**config.mk**
```make
export PLATFORM = sky130hd
export DESIGN_NAME = mem_bus_ctrl
export DESIGN_NICKNAME = d
export VERILOG_FILES = /design/src/rtl/mem_bus_ctrl_pkg.sv /design/src/rtl/mem_bus_ctrl_lat_cnt.sv /design/src/rtl/mem_bus_ctrl.sv
export SDC_FILE = /design/constraint.sdc
export NUM_CORES = 1
export LEC_CHECK = 0
export ABC_CLOCK_PERIOD_IN_PS = 2100
export CAP_MARGIN = 30
export CORE_AREA = 2 2 133 135
export CTS_CLUSTER_SIZE = 40
export DETAILED_ROUTE_END_ITERATION = 10
export DIE_AREA = 0 0 135 137
export SLEW_MARGIN = 15
export SYNTH_ARGS = -nofsm -noshare
export SYNTH_HDL_FRONTEND = slang
export SYNTH_HIERARCHICAL = 1
export SYNTH_SLANG_ARGS = --single-unit
```
**constraint.sdc**
```tcl
create_clock -name clock -period 2.1 [get_ports clock]
set_clock_uncertainty 0.2 [all_clocks]
set_input_delay 0.21 -clock clock [delete_from_list [all_inputs] [get_ports clock]]
set_output_delay 0.21 -clock clock [all_outputs]
set_load 0.01 [all_outputs]
```
**src/rtl/mem_bus_ctrl_pkg.sv**
```systemverilog
// Shared bus definitions for the miniRV memory path.
// bus_state_e is also decoded by the core's stall logic, so the encodings here
// must not change without updating the core.
package mem_bus_ctrl_pkg;

  localparam int BUS_STATE_W = 2;

  typedef enum logic [BUS_STATE_W-1:0] {
    BUS_IDLE      = 2'd0,
    BUS_WAIT_INST = 2'd1,
    BUS_WAIT_LOAD = 2'd2
  } bus_state_e;

endpackage

```
**src/rtl/mem_bus_ctrl_lat_cnt.sv**
```systemverilog
// Read-latency counter.
// Ports:
//   clock, reset : clock, synchronous active-high reset
//   load_i       : reload with RAM_LAT-1 (a read is being issued)
//   clr_i        : force to zero (in-flight read aborted)
//   en_i         : decrement while nonzero (a read is in flight)
//   zero_o       : counter is zero; read data is on the RAM bus this cycle
module mem_bus_ctrl_lat_cnt #(
  parameter int RAM_LAT = 2
) (
  input  logic clock,
  input  logic reset,
  input  logic load_i,
  input  logic clr_i,
  input  logic en_i,
  output logic zero_o
);

  localparam int CW = $clog2(RAM_LAT + 1);

  logic [CW-1:0] cnt_q, cnt_d;

  always_comb begin
    cnt_d = cnt_q;
    if (clr_i)                        cnt_d = '0;
    else if (load_i)                  cnt_d = CW'(RAM_LAT - 1);
    else if (en_i && cnt_q != '0)     cnt_d = cnt_q - 1'b1;
  end

  always_ff @(posedge clock) begin
    if (reset) cnt_q <= '0;
    else       cnt_q <= cnt_d;
  end

  assign zero_o = (cnt_q == '0);

endmodule

```
**src/rtl/mem_bus_ctrl.sv**
```systemverilog
// Single-port RAM bus controller: loader writes, core data accesses and
// instruction fetch share one RAM port with fixed read latency.
// Ports:
//   clock, reset              : clock, synchronous active-high reset
//   top_mem_*                 : loader write port (highest priority, aborts reads)
//   if_req/if_addr            : fetch request, held until if_rvalid
//   if_rvalid/if_rdata        : one-cycle fetch response pulse + held data
//   d_req/d_wen/d_addr/...    : data request, held until d_done
//   d_done/d_rdata            : one-cycle store ack / load response + held data
//   ram_*                     : RAM port (ram_rdata valid RAM_LAT cycles after ram_ren)
//   bus_state                 : current bus_state_e, used by the core to stall
module mem_bus_ctrl
  import mem_bus_ctrl_pkg::*;
#(
  parameter int XLEN    = 32,
  parameter int RAM_LAT = 2
) (
  input  logic                   clock,
  input  logic                   reset,
  input  logic                   top_mem_wen,
  input  logic [XLEN-1:0]        top_mem_addr,
  input  logic [XLEN-1:0]        top_mem_wdata,
  input  logic                   if_req,
  input  logic [XLEN-1:0]        if_addr,
  output logic                   if_rvalid,
  output logic [XLEN-1:0]        if_rdata,
  input  logic                   d_req,
  input  logic                   d_wen,
  input  logic [XLEN-1:0]        d_addr,
  input  logic [XLEN-1:0]        d_wdata,
  input  logic [3:0]             d_wbmask,
  output logic                   d_done,
  output logic [XLEN-1:0]        d_rdata,
  output logic                   ram_wen,
  output logic                   ram_ren,
  output logic [XLEN-1:0]        ram_addr,
  output logic [XLEN-1:0]        ram_wdata,
  output logic [3:0]             ram_wbmask,
  input  logic [XLEN-1:0]        ram_rdata,
  output logic [BUS_STATE_W-1:0] bus_state
);

  bus_state_e state_q, state_d;

  logic            cnt_zero;
  logic            issue, st_ack, abort, cap_inst, cap_load;
  logic            if_rvalid_q, d_done_q;
  logic [XLEN-1:0] if_rdata_q, d_rdata_q;

  // State register
  always_ff @(posedge clock) begin
    if (reset) state_q <= BUS_IDLE;
    else       state_q <= state_d;
  end

  // Next state
  always_comb begin
    state_d = state_q;
    unique case (state_q)
      BUS_IDLE: begin
        if (top_mem_wen)          state_d = BUS_IDLE;
        else if (d_req && d_wen)  state_d = BUS_IDLE;
        else if (d_req)           state_d = BUS_WAIT_LOAD;
        else if (if_req)          state_d = BUS_WAIT_INST;
      end
      BUS_WAIT_INST, BUS_WAIT_LOAD: begin
        // Loader write wins even mid-read; the late RAM data is dropped.
        if (top_mem_wen || cnt_zero) state_d = BUS_IDLE;
      end
      default: state_d = BUS_IDLE;
    endcase
  end

  // Outputs: grant, RAM strobes and capture enables. Gated in reset so the
  // RAM sees no access while the controller is being cleared.
  always_comb begin
    ram_wen    = 1'b0;
    ram_ren    = 1'b0;
    ram_addr   = '0;
    ram_wdata  = '0;
    ram_wbmask = '0;
    issue      = 1'b0;
    st_ack     = 1'b0;
    abort      = 1'b0;
    cap_inst   = 1'b0;
    cap_load   = 1'b0;
    if (!reset) begin
      if (top_mem_wen) begin
        ram_wen    = 1'b1;
        ram_addr   = top_mem_addr;
        ram_wdata  = top_mem_wdata;
        ram_wbmask = 4'hF;
        abort      = (state_q != BUS_IDLE);
      end else if (state_q == BUS_IDLE) begin
        if (d_req && d_wen) begin
          ram_wen    = 1'b1;
          ram_addr   = d_addr;
          ram_wdata  = d_wdata;
          ram_wbmask = d_wbmask;
          st_ack     = 1'b1;
        end else if (d_req) begin
          ram_ren  = 1'b1;
          ram_addr = d_addr;
          issue    = 1'b1;
        end else if (if_req) begin
          ram_ren  = 1'b1;
          ram_addr = if_addr;
          issue    = 1'b1;
        end
      end else if (cnt_zero) begin
        cap_inst = (state_q == BUS_WAIT_INST);
        cap_load = (state_q == BUS_WAIT_LOAD);
      end
    end
  end

  mem_bus_ctrl_lat_cnt #(.RAM_LAT(RAM_LAT)) u_lat_cnt (
    .clock  (clock),
    .reset  (reset),
    .load_i (issue),
    .clr_i  (abort),
    .en_i   (state_q != BUS_IDLE),
    .zero_o (cnt_zero)
  );

  // Response registers: pulses last one cycle, data holds between pulses.
  always_ff @(posedge clock) begin
    if (reset) begin
      if_rvalid_q <= 1'b0;
      d_done_q    <= 1'b0;
      if_rdata_q  <= '0;
      d_rdata_q   <= '0;
    end else begin
      if_rvalid_q <= cap_inst;
      d_done_q    <= cap_load | st_ack;
      if (cap_inst) if_rdata_q <= ram_rdata;
      if (cap_load) d_rdata_q  <= ram_rdata;
    end
  end

  assign if_rvalid = if_rvalid_q;
  assign if_rdata  = if_rdata_q;
  assign d_done    = d_done_q;
  assign d_rdata   = d_rdata_q;
  assign bus_state = state_q;

endmodule
```
==> qor.yml, run 1 <==
cap_violations: 0
cts_tree: "yes"
avgSynthCellArea_sq_um: 9.47
drt_iter0_drc: 169
netlist_top_cells_count: "dfxtp_1, nor2b_1, mux2_2, nand2_1, a22o_1"
hold_slack_ns: 0.217
p_leak_nw: 3.31
grt_pass1_vias: 4673
min_to: "d_done"
htree_levels: 3
synth_top_flop_cell: "dfxtp_1"
crit_arrival_ns: 1.66
core_sq_mm: 0.0171
vdd_drop_max_mv: 0.416
die_area_sq_mm: 0.0185
grt-ovfl-total: 0
globalplace.congestion: 0.982
design_area_sq_mm: 0.00783
initial_core_util_pct: 22.6
finalNonFillerCells: 991
firstDrtPassIters: 4
groute.usage.overall_pct: 19.6
min_from: "reset"
period_share_pct: 98.8
die_w_microns: 135
end_kind: "output pin"
cp-startpoint: "bus_state[0]"
yosysMostFrequentCell: "dfxtp_1"
critPathLaunchType: "register"
max_freq_mhz: 482
dp_hpwl_microns: 15200
clockBufferDepth: 2
hold_buffers: 0
wire_per_inst_microns: 19.6
rr_worst_depth: 7
seq_area_frac_synth_pct: 36.3
fillCellCount: 1646
setup.worst_path.class: "reg2out"
placed_cells: 969
cp.required_ns: 1.69
totalWireLength_microns: 19500
tightestPinTransition_ns: 0.464
synth_edf_count: 0
setup_viol: 0
area_delta_synth_final_pct: 103
synth_seq_cells: 70
port_buffers: 339
drive_gt1_share_pct: 25.4
r2r_slack_ns: 0.13
hold_violations: 0
num_io_pins: 340
run_status: "finished, final reports clean"
syn_inst: 408
syn-num-nets: 615
num_vias: 4578
reg2reg_from: "bus_state[0]"
drt.antenna.violating_nets: 0
period_needed_ns: 2.07
insertion_delay_ns: 0.33
synth_cell_type_count: 37
yosys-top-cells-area: "dfxtp_1, mux2_2, nor2b_1"
clkSinkCount: 70
p_total_mw: 3.83
antenna_found_initial: 3
nets: 966
worstPathCellList: "inv_2, ha_4, nand3_4, nor3_4, buf_6, buf_16, a22o_1, buf_2"
grt_max_degree: 46
placed_area_sq_mm: 0.00768
relSlewSlack_pct: 69.1
crit_path_top_delay_cell: "dfxtp_2"
yosysTopAreaCellShare_pct: 36.3
die_h_microns: 137
yosys_warnings: 6
grt_first_pass_wirelength_microns: 27500
cts_root_buffer: "clkbuf_16"
powerDensity_mw_per_mm2: 489
clkTransAtPathRegs_ns: 0.05
rows: 48
r2r-end: "bus_state[0]"
cp_slowest_stage_delay_ns: 0.32
drc: 0
hold_path.class: "in2reg"
hold_path_depth: 4
synth_area_sq_mm: 0.00386
cts_inserted_buffers: 9
synth-async-reset-ratio_pct: 0
slew_viol_final: 0
final_util_pct: 45.9
worstPathMaxFanout: 8
viasPerCell: 4.62
synth_top_area_cell: "dfxtp_1"
grt_setup_unrepaired: "yes"
[metrics by stage]
stage	setup WS, ns	TNS [ns]
after global placement	-0.424	-25.30
final	0.0254	0
after CTS	-0.107	-1.25
after global routing	-0.0764	-1.15
after detailed placement	-0.431	-26.50
after floorplan	0.0631	0
[worst max-delay path by stage]
stage                          to  slack (ns)
2_1_floorplan  u_lat_cnt/cnt_q[1]        0.06
3_3_place_gp          ram_addr[2]       -0.42
3_5_place_dp         ram_addr[10]       -0.43
4_1_cts             ram_wdata[12]       -0.11
5_1_grt             ram_wdata[12]       -0.08
6_report            ram_wdata[25]        0.03
[where the power goes]
group	switching, mW	internal, mW	total, mW	leakage (nW)
Combinational	0.351	0.543	0.895	2.59
Sequential	0.00411	1.34	1.34	0.565
Clock	0.559	1.04	1.60	0.152
[routing by layer]
| layer | up-vias | global-route usage [%] | part of all wire, % |
|---|---|---|---|
| li1 | 2170 | - | - |
| met1 | 2135 | 21.0 | 38 |
| met2 | 219 | 34.1 | 48 |
| met3 | 50 | 7.70 | 9.8 |
| met4 | 4 | 8.68 | 3.8 |
| met5 | - | 0 | 0.16 |
[repair_timing]
action                     4_1_cts  5_1_grt
pin swaps                        7        9
gates resized for setup        287       30
gates cloned                     2        0
setup buffers                    3        1
setup endpoints to repair       70       58
[cells in the final DEF (no fill, tap or decap), drive strengths merged, types with 2 or more instances in the layout]
cell / n
bufinv: 2
a22oi: 31
a21o: 4
inv: 6
nand3: 3
mux2: 64
clkdlybuf4s50: 266
dfxtp: 70
nand2: 34
dlygate4sd2: 3
and3b: 2
and2b: 4
ha: 5
a22o: 32
o21ai: 36
clkinv: 3
clkbuf: 20
buf: 95
diode: 2
nor2: 5
nor2b: 65
a21boi: 2
[flip-flops by register name, indices dropped and copies added, names as in the netlist]
register         cells
u_lat_cnt/cnt_q      2
d_rdata             32
bus_state            2
if_rvalid            1
d_done               1
if_rdata            32
[cells by family (layout without fill, tap and decap cells)]
logic type      count (synthesis)  in the layout  share of synthesized area (%)
other cells                     0              2                              0
buf+inv                        40            396                           5.09
compound gates                109            109                           20.0
flops                          70             70                           36.3
mux                            64             64                           18.7
simple gates                  120            120                           18.4
fa+ha+maj                       5              5                           1.62
[worst max-delay path: cells and delay by family (launching register included)]
kind / cells / cell delay, ns
buf+inv: 4 / 0.48
flops: 1 / 0.32
simple gates: 2 / 0.25
fa+ha+maj: 1 / 0.15
compound gates: 1 / 0.13
[cell type report]
type / instances / area, sq um / area share, %
Tap cell: 225 / 282 / 3.59
Timing Repair Buffer: 374 / 3460 / 44.1
Antenna cell: 2 / 5.00 / 0.0639
Clock inverter: 6 / 86.3 / 1.10
Inverter: 6 / 22.5 / 0.287
Clock buffer: 10 / 229 / 2.92
Multi-Input combinational cell: 298 / 2350 / 30.0
Sequential cell: 70 / 1400 / 17.9
(Power assumes the default switching activity.)
==> inputs of run 2 (changes only) <==
--- a/config.mk
+++ b/config.mk
@@ -7,10 +7,11 @@
 export LEC_CHECK = 0
 export ABC_CLOCK_PERIOD_IN_PS = 2100
 export CAP_MARGIN = 30
-export CORE_AREA = 2 2 133 135
+export CORE_AREA = 2 2 131 133
 export CTS_CLUSTER_SIZE = 40
 export DETAILED_ROUTE_END_ITERATION = 10
-export DIE_AREA = 0 0 135 137
+export DIE_AREA = 0 0 133 135
+export REMOVE_ABC_BUFFERS = 1
 export SLEW_MARGIN = 15
 export SYNTH_ARGS = -nofsm -noshare
 export SYNTH_HDL_FRONTEND = slang
==> run 2 against run 1 <==
Critical path depth fell by 1; setup slack got worse by 0.0052 ns; critical endpoint is now ram_wdata[4]; sequential power is essentially flat; routed wire length down 4.1%; flip-flop and latch count unchanged; die area down 2.9%.
==> qor.yml, run 2 (same netlist as run 1, synthesis figures left out) <==
groute.usage.overall_pct: 19.6
p_switching_uw: 895
antenna_found_initial: 1
cap_violations: 0
multiInputGateArea_sq_mm: 0.00236
p_total_mw: 3.63
die_w_microns: 133
hold_path_depth: 3
num_io_pins: 340
run_status: "finished, final reports clean"
min_from: "reset"
vdd_drop_max_mv: 0.503
cp-startpoint: "bus_state[1]"
cts_inserted_buffers: 9
r2r-end: "u_lat_cnt/cnt_q[1]"
drc: 0
nets: 970
final_common_cell: "clkdlybuf4s50_1"
final_cell_mix: "clkdlybuf4s50_1, dfxtp_1, nor2b_1, buf_2, mux2_2"
drt_iter0_drc: 213
setup_ws_ns: 0.0202
dp_hpwl_microns: 14100
p_int_mw: 2.73
hold_path.class: "in2reg"
setup-tns-final_ns: 0
globalplace.congestion: 0.890
clockBufferDepth: 2
firstDrtPassIters: 4
die_area_sq_mm: 0.0180
area_delta_synth_final_pct: 106
min_to: "if_rdata[5]"
r2r_slack_ns: 0.13
p_leak_nw: 3.38
crit_arrival_ns: 1.67
die_h_microns: 135
cts_tree: "yes"
seqCellArea_sq_mm: 0.00140
period_share_pct: 99.0
period_needed_ns: 2.08
num_vias: 4562
cts_root_buffer: "clkbuf_16"
hold_slack_ns: 0.204
fillCellCount: 1535
grt-ovfl-total: 0
clkTransAtPathRegs_ns: 0.06
grt_first_pass_wirelength_microns: 27500
htree_levels: 3
worstPathMaxFanout: 16
insertion_delay_ns: 0.32
rows: 47
rr_worst_depth: 9
design_area_sq_mm: 0.00795
drt.antenna.violating_nets: 0
drive_gt1_share_pct: 24.9
pre_cts_ws_ns: -0.413
setup_viol: 0
power_frac_seq_pct: 37.0
setup.worst_path.class: "reg2out"
reg2reg_from: "bus_state[1]"
totalWireLength_microns: 18700
swShare_pct: 24.7
critPathLaunchType: "register"
relSlewSlack_pct: 72.6
grt_pass1_vias: 4673
grt_max_degree: 39
grt_setup_unrepaired: "yes"
max_freq_mhz: 481
combPwrFrac_pct: 25.3
powerDensity_mw_per_mm2: 456
hold_violations: 0
cp.required_ns: 1.69
initial_core_util_pct: 23.5
clkSinkCount: 70
end_kind: "output pin"
power.clock.fraction_pct: 37.7
viasPerCell: 4.61
tightestPinTransition_ns: 0.411
placed_area_sq_mm: 0.00770
core_sq_mm: 0.0164
wire_per_inst_microns: 18.9
slew_viol_final: 0
port_buffers: 339
==> run 2: power groups by stage <==
stage	Combinational, mW	Sequential [mW]	Clock [mW]
6_report	0.919	1.34	1.37
5_1_grt	0.976	1.34	1.46
4_1_cts	0.926	1.34	1.42
3_5_place_dp	0.920	1.37	0
3_3_place_gp	0.909	1.37	0
2_1_floorplan	0.218	1.37	0
==> run 2: what timing repair did <==
item	CTS	global route
buffers inserted	4	0
gates cloned	6	1
pin swaps	4	7
resized for setup	259	38
setup endpoints to repair	70	52
hold buffers	0	0
==> run 2: per-layer routing <==
layer  global-route usage (%)  part of all wire [%]
met4                     5.79                   1.8
met3                     5.82                   8.6
met1                     23.3                    40
met5                        0                     0
met2                     34.2                    50
==> run 2: stage by stage <==
step / std cells / utilization (%)
6_report: 989 / 48.5
5_1_grt: 989 / 48.5
4_1_cts: 988 / 49.0
3_5_place_dp: 962 / 46.9
3_3_place_gp: 962 / 46.9
2_1_floorplan: 374 / -
==> run 2: critical path, stage by stage, from the launching register on <==
cell and delay (ns):
dfxtp_2 0.32, inv_2 0.07, ha_4 0.15, nand3_4 0.07, nor3_4 0.16, buf_6 0.21
a22o_1 0.14, clkdlybuf4s15_2 0.22
==> run 2: cell type report <==
cell class | count | share of cell area [%]
Timing Repair Buffer | 378 | 45.6
Multi-Input combinational cell | 298 | 29.6
Sequential cell | 70 | 17.7
Tap cell | 220 | 3.46
Clock buffer | 12 | 3.10
Clock inverter | 4 | 0.283
Inverter | 6 | 0.283
Antenna cell | 1 | 0.0315
==> run 2: worst max path at each step <==
stage,slack (ns),end,depth (start not counted)
CTS,-0.14,ram_wdata[23],8
global placement,-0.39,ram_wdata[25],7
floorplan,-1.22,ram_wdata[0],2
global route,-0.07,ram_wdata[31],7
detailed placement,-0.41,ram_wdata[2],7
finish,0.02,ram_wdata[4],7
